`config.mk`:
```
export PLATFORM = sky130hd
export DESIGN_NAME = xor_stream_cipher
export DESIGN_NICKNAME = d
export VERILOG_FILES = /design/src/rtl/xor_stream_cipher.sv
export SDC_FILE = /design/constraint.sdc
export NUM_CORES = 1
export LEC_CHECK = 0
export BUFFER_PORTS_ARGS = -buffer_cell sky130_fd_sc_hd__buf_2
export CAP_MARGIN = 20
export CORE_UTILIZATION = 45
export CTS_CLUSTER_DIAMETER = 50
export DETAILED_ROUTE_END_ITERATION = 16
export HOLD_SLACK_MARGIN = 0.1
export SLEW_MARGIN = 15
export SYNTH_ARGS = -nofsm -noshare
export SYNTH_HDL_FRONTEND = slang
export SYNTH_SLANG_ARGS = --single-unit
```
`constraint.sdc`:
```
create_clock -name iClk -period 4.4 [get_ports iClk]
set_input_delay 0.88 -clock iClk [delete_from_list [all_inputs] [get_ports iClk]]
set_output_delay 0.88 -clock iClk [all_outputs]
set_load 0.005 [all_outputs]
```
`src/rtl/xor_stream_cipher.sv`:
```
// Serial-loaded XOR stream cipher: shifts in a key, then XORs framed message bits against it.
// Optional build macro XOR_KEY_ROTATE_EN: rotate the working key left by one on each key wrap inside a frame.
module xor_stream_cipher #(
   parameter int KEY_BITS = 32,
   parameter int MSG_BITS = 512
) (
   input  logic iClk,
   input  logic iRst,
   input  logic iEn,
   input  logic iSerial_in,
   input  logic iLoad_key,
   input  logic iLoad_msg,
   output logic oSerial_out,
   output logic oSerial_start,
   output logic oSerial_end,
   output logic oKey_valid,
   output logic oBusy
);

   localparam int KCW = $clog2(KEY_BITS) + 1;
   localparam int FCW = $clog2(MSG_BITS) + 1;
   localparam int IW  = $clog2(KEY_BITS);
   localparam logic [KCW-1:0] KEY_LAST   = KCW'(KEY_BITS - 1);
   localparam logic [FCW-1:0] FRAME_LAST = FCW'(MSG_BITS - 1);

   typedef enum logic [1:0] {
      ST_IDLE     = 2'd0,
      ST_LOAD_KEY = 2'd1,
      ST_STREAM   = 2'd2
   } state_t;

   state_t r_state;
   state_t w_state_next;

   logic [KEY_BITS-1:0] r_base_key;
   logic [KEY_BITS-1:0] r_work_key;
   logic [KCW-1:0]      r_key_cnt;
   logic [KCW-1:0]      r_idx;
   logic [FCW-1:0]      r_frame_cnt;
   logic                r_key_valid;
   logic                r_out;
   logic                r_start;
   logic                r_end;
   logic                r_busy;

   logic w_key_bit;
   logic w_key_done;
   logic w_msg_acc;
   logic w_frame_first;
   logic w_frame_last;
   logic w_idx_wrap;
   logic w_key_sel;

   assign w_key_bit     = iEn & iLoad_key;
   assign w_key_done    = w_key_bit & (r_key_cnt == KEY_LAST);
   assign w_msg_acc     = iEn & iLoad_msg & ~iLoad_key & r_key_valid;
   assign w_frame_first = (r_frame_cnt == '0);
   assign w_frame_last  = (r_frame_cnt == FRAME_LAST);
   assign w_idx_wrap    = (r_idx == '0);
   // The working key is only refreshed at the frame's first bit, so that bit reads the base key directly.
   assign w_key_sel     = w_frame_first ? r_base_key[KEY_BITS-1] : r_work_key[r_idx[IW-1:0]];

   always_ff @(posedge iClk or negedge iRst) begin
      if (!iRst) begin
         r_state <= ST_IDLE;
      end else begin
         r_state <= w_state_next;
      end
   end

   always_comb begin
      w_state_next = r_state;
      if (iEn) begin
         case (r_state)
            ST_IDLE: begin
               if (iLoad_key)      w_state_next = ST_LOAD_KEY;
               else if (w_msg_acc) w_state_next = ST_STREAM;
            end
            ST_LOAD_KEY: begin
               if (!iLoad_key || w_key_done) w_state_next = ST_IDLE;
            end
            ST_STREAM: begin
               if (iLoad_key)                         w_state_next = ST_LOAD_KEY;
               else if (w_msg_acc && w_frame_last)    w_state_next = ST_IDLE;
            end
            default: w_state_next = ST_IDLE;
         endcase
      end
   end

   always_ff @(posedge iClk or negedge iRst) begin
      if (!iRst) begin
         r_base_key  <= '0;
         r_work_key  <= '0;
         r_key_cnt   <= '0;
         r_idx       <= KEY_LAST;
         r_frame_cnt <= '0;
         r_key_valid <= 1'b0;
         r_out       <= 1'b0;
         r_start     <= 1'b0;
         r_end       <= 1'b0;
         r_busy      <= 1'b0;
      end else begin
         r_start <= w_msg_acc & w_frame_first;
         r_end   <= w_msg_acc & w_frame_last;
         if (w_key_bit) begin
            r_base_key <= {r_base_key[KEY_BITS-2:0], iSerial_in};
            if (r_key_cnt == '0) r_key_valid <= 1'b0;
            if (w_key_done) begin
               r_key_cnt   <= '0;
               r_key_valid <= 1'b1;
            end else begin
               r_key_cnt <= r_key_cnt + 1'b1;
            end
            // Key traffic always abandons any frame in flight.
            r_frame_cnt <= '0;
            r_idx       <= KEY_LAST;
            r_busy      <= 1'b0;
         end else if (iEn) begin
            r_key_cnt <= '0;
            if (w_msg_acc) begin
               r_out <= iSerial_in ^ w_key_sel;
               if (w_frame_first) r_work_key <= r_base_key;
               if (w_frame_last) begin
                  r_frame_cnt <= '0;
                  r_idx       <= KEY_LAST;
                  r_busy      <= 1'b0;
               end else begin
                  r_frame_cnt <= r_frame_cnt + 1'b1;
                  r_busy      <= 1'b1;
                  if (w_idx_wrap) begin
                     r_idx <= KEY_LAST;
`ifdef XOR_KEY_ROTATE_EN
                     r_work_key <= {r_work_key[KEY_BITS-2:0], r_work_key[KEY_BITS-1]};
`else
                     r_work_key <= r_work_key;
`endif
                  end else begin
                     r_idx <= r_idx - 1'b1;
                  end
               end
            end
         end
      end
   end

   assign oSerial_out   = r_out;
   assign oSerial_start = r_start;
   assign oSerial_end   = r_end;
   assign oKey_valid    = r_key_valid;
   assign oBusy         = r_busy;

endmodule

```
==> flow_summary_export.csv <==
group,metric,value,unit
run_status,outcome,"finished, final reports clean",
logic_synthesis,ys_types,49,
logic_synthesis,ys_warn_count,0,
logic_synthesis,synth_top_area_share,51.7,%
global_route,grt_pass1_wl,13.6,mm
route,wl_met3,191,um
clock_network,insertion_delay,350,ps
cells_and_area,syn_to_final_growth,8.59,%
critical_path,critical_path_class,"flip-flop to flip-flop",
logic_synthesis,synthTopCellsByArea,"dfrtp_1, nand2_1, mux2_1, dfstp_2, o21ai_0",
global_route,grt_pass1_vias,2735,
logic_synthesis,yosysMostFrequentCell,"nand2_1",
logic_synthesis,synth-seq-cells,91,
cells_and_area,finish.net_count,416,
floorplanning,initial_core_util,47.1,%
logic_synthesis,yosys.area_share.simple,18.3,%
logic_synthesis,syn-num-nets,407,
floorplanning,pin_count,11,
logic_synthesis,synthAdderAreaFrac,1.80,%
critical_path,crit_path_cell_trace,"inv_1 -> ha_1 -> and3_1 -> a21boi_4 -> buf_16 -> mux2_1",
floorplanning,dieArea,9650,um2
sta,max_freq,377,MHz
global_route,antenna_found_initial,0,
logic_synthesis,synthArstFlopShare,100,%
critical_path,cp.arrival,2880,ps
critical_path,crit_slowest_cell,"dfstp_2",
logic_synthesis,postSynthCellCount,395,
floorplanning,core_area,8850,um2
clock_network,root_buffer,"clkbuf_8",
logic_synthesis,seq_area_frac_synth,54.8,%
power,p_leak,2.34,nW
route,ant_nets,0,
placed_design,postPlaceCellArea,4300,um2
power,max-vdd-ir-drop,0.174,mV
global_route,gr-total-overflow,0,
power,powerDensity,363,nW/um2
floorplanning,dieHeight,98.2,um
critical_path,cp_max_fo,17,
sta,timing.slew.headroom,46.9,%
clock_network,htreeDepth,3,
floorplanning,die_w,98.2,um
job,maxCapViolCount,0,
clock_network,cts_setup_buffers,0,
logic_synthesis,synth.area.mux_share,13.5,%
logic_synthesis,synth_xor_area_share,0.421,%
route,avgViaCountPerCell,5.35,
sta,period_minus_slack,2650,ps
route,vias,2768,
cells_and_area,finalInstanceArea,4520,um2
cells_and_area,fin_util,51.1,%
route,routedLengthMet1,3.90,mm
critical_path,cp-end-kind,"flip-flop",
cells_and_area,drive_gt1_share,11.0,%
clock_network,cts_tree,"built",
critical_path,slowest_delay,800,ps
clock_network,cts_buffer_depth,2,
critical_path,crit_buf_inv,2,
route,avgRoutedWirePerCell,14.5,um
sta,finalHoldViolCount,0,
logic_synthesis,synth_top_area_cell,"dfrtp_1",
route,routed_wl,7.52,mm
sta,finalClockSkew,18.5,ps
sta,rsz0062_at_grt,"false",
logic_synthesis,synth_top_family_by_area,"simple AND/OR/NAND/NOR gates",
logic_synthesis,yosys-top-cells-count,"nand2_1, dfrtp_1, mux2_1",
placed_design,globalplace.congestion,0.779,
sta,drv_slew,0,
floorplanning,num_rows,34,
logic_synthesis,synth_edf_count,0,
clock_network,cts_made_buffers,9,
sta,finalSetupTns,0,ps
placed_design,hpwl,4.88,mm
clock_network,ctsHoldBuffers,0,
clock_network,cts.clk_slew.worst_paths,90,ps
critical_path,cp.required,4620,ps
route,drtIter0Drc,130,
route,firstDrtPassIters,7,
global_route,grt_max_degree,64,
sta,tightestPinTransition,797,ps
logic_synthesis,avgSynthCellArea,10.5,um2
cells_and_area,n_antenna_cell,0,
critical_path,critical_path.top_delay_family,"flip-flops",
logic_synthesis,synth_compound_area_share,7.72,%
clock_network,cts.sinks,91,
logic_synthesis,synth-main-ff-cell,"dfrtp_1",
sta,period_share,60.3,%
placed_design,portBuffers,10,
route,top_layer,"met4",
global_route,grt_usage,17.7,%
route,drc,0,
route,route.met2.wl,3.34,mm
min_path,hp-class,"flip-flop to flip-flop",
critical_path,start_kind,"flip-flop",
clock_network,cts_resized,0,
logic_synthesis,syn_area,4170,um2
sta,setup_viol,0,
cells by family (layout without fill, tap and decap cells):
| family | Yosys count | after routing |
|---|---|---|
| XOR/XNOR | 2 | 2 |
| AO/OA/AOI/OAI | 48 | 48 |
| flip-flops | 91 | 91 |
| buffers and inverters | 30 | 44 |
| adder cells (fa/ha/maj) | 6 | 6 |
| multiplexers | 45 | 45 |
| AND/OR/NAND/NOR | 173 | 173 |
registers in the layout, summed over array words and instances (netlist names):
| signal | flops |
|---|---|
| oSerial_start | 1 |
| oSerial_out | 1 |
| oKey_valid | 1 |
| oBusy | 1 |
| r_idx | 6 |
| r_base_key | 32 |
| oSerial_end | 1 |
| r_work_key | 32 |
| r_key_cnt | 6 |
| r_frame_cnt | 10 |
stage by stage:
stage / power, mW / hold slack [ps] / cells / setup slack, ps
final: 1.64 / 477 / 517 / 1750
after global routing: 1.73 / 501 / 517 / 1570
after CTS: 1.66 / 485 / 516 / 1560
after detailed placement: 1.09 / 462 / 500 / 1270
after global placement: 1.09 / 455 / 500 / 1360
after floorplan: 1.03 / 449 / 395 / 2130
placed cells by master (no fill, tap or decap), types with 3 or more instances in the layout:
cell type,n
buf_4,5
dfrtp_1,86
nand3_1,7
nand2b_1,3
mux2_1,32
buf_2,9
nor3_1,7
a21oi_1,6
clkbuf_8,9
ha_1,6
inv_1,13
o31ai_1,5
nor2_1,11
nor4_1,3
o21ai_0,21
nand4b_1,3
and2_1,3
mux4_2,3
nand2_1,120
dfstp_2,5
mux2i_1,7
a31oi_1,3
where the power goes:
| group | internal, mW | switching, mW |
|---|---|---|
| sequential | 0.892 | 0.0485 |
| clock | 0.266 | 0.306 |
| combinational | 0.0521 | 0.0780 |
| total | 1.21 | 0.433 |
worst reg2reg max path, cell delays in order (launching register included):
cell      delay (ps)
dfstp_2          800
inv_1            200
ha_1             230
and3_1           190
a21boi_4         550
buf_16           230
mux2_1           330
per-layer routing:
layer,vias to the layer above,track usage (%)
met2,38,26.9
met5,-,0
met1,1349,25.9
met3,9,3.01
met4,0,6.20
li1,1372,-
layout make-up:
| class | instances | area, um2 |
|---|---|---|
| Clock buffer | 9 | 124 |
| Clock inverter | 7 | 76.3 |
| Fill cell | 802 | 4330 |
| Inverter | 13 | 48.8 |
| Multi-Input combinational cell | 274 | 1750 |
| Sequential cell | 91 | 2280 |
| Tap cell | 108 | 135 |
| Timing Repair Buffer | 15 | 110 |
worst paths after layout:
kind                          start             end  slack, ps  cells after the start
setup / recovery           r_idx[0]  r_work_key[18]       1750                      6
hold / removal                oBusy           oBusy        480                      2
setup reg to reg           r_idx[0]  r_work_key[18]       1750                      6
hold reg to reg               oBusy           oBusy        480                      2
max in group asynchronous      iRst        r_idx[3]       2860                      2
min in group asynchronous      iRst  r_frame_cnt[1]        610                      1
Power figures use the tool's default switching activity.
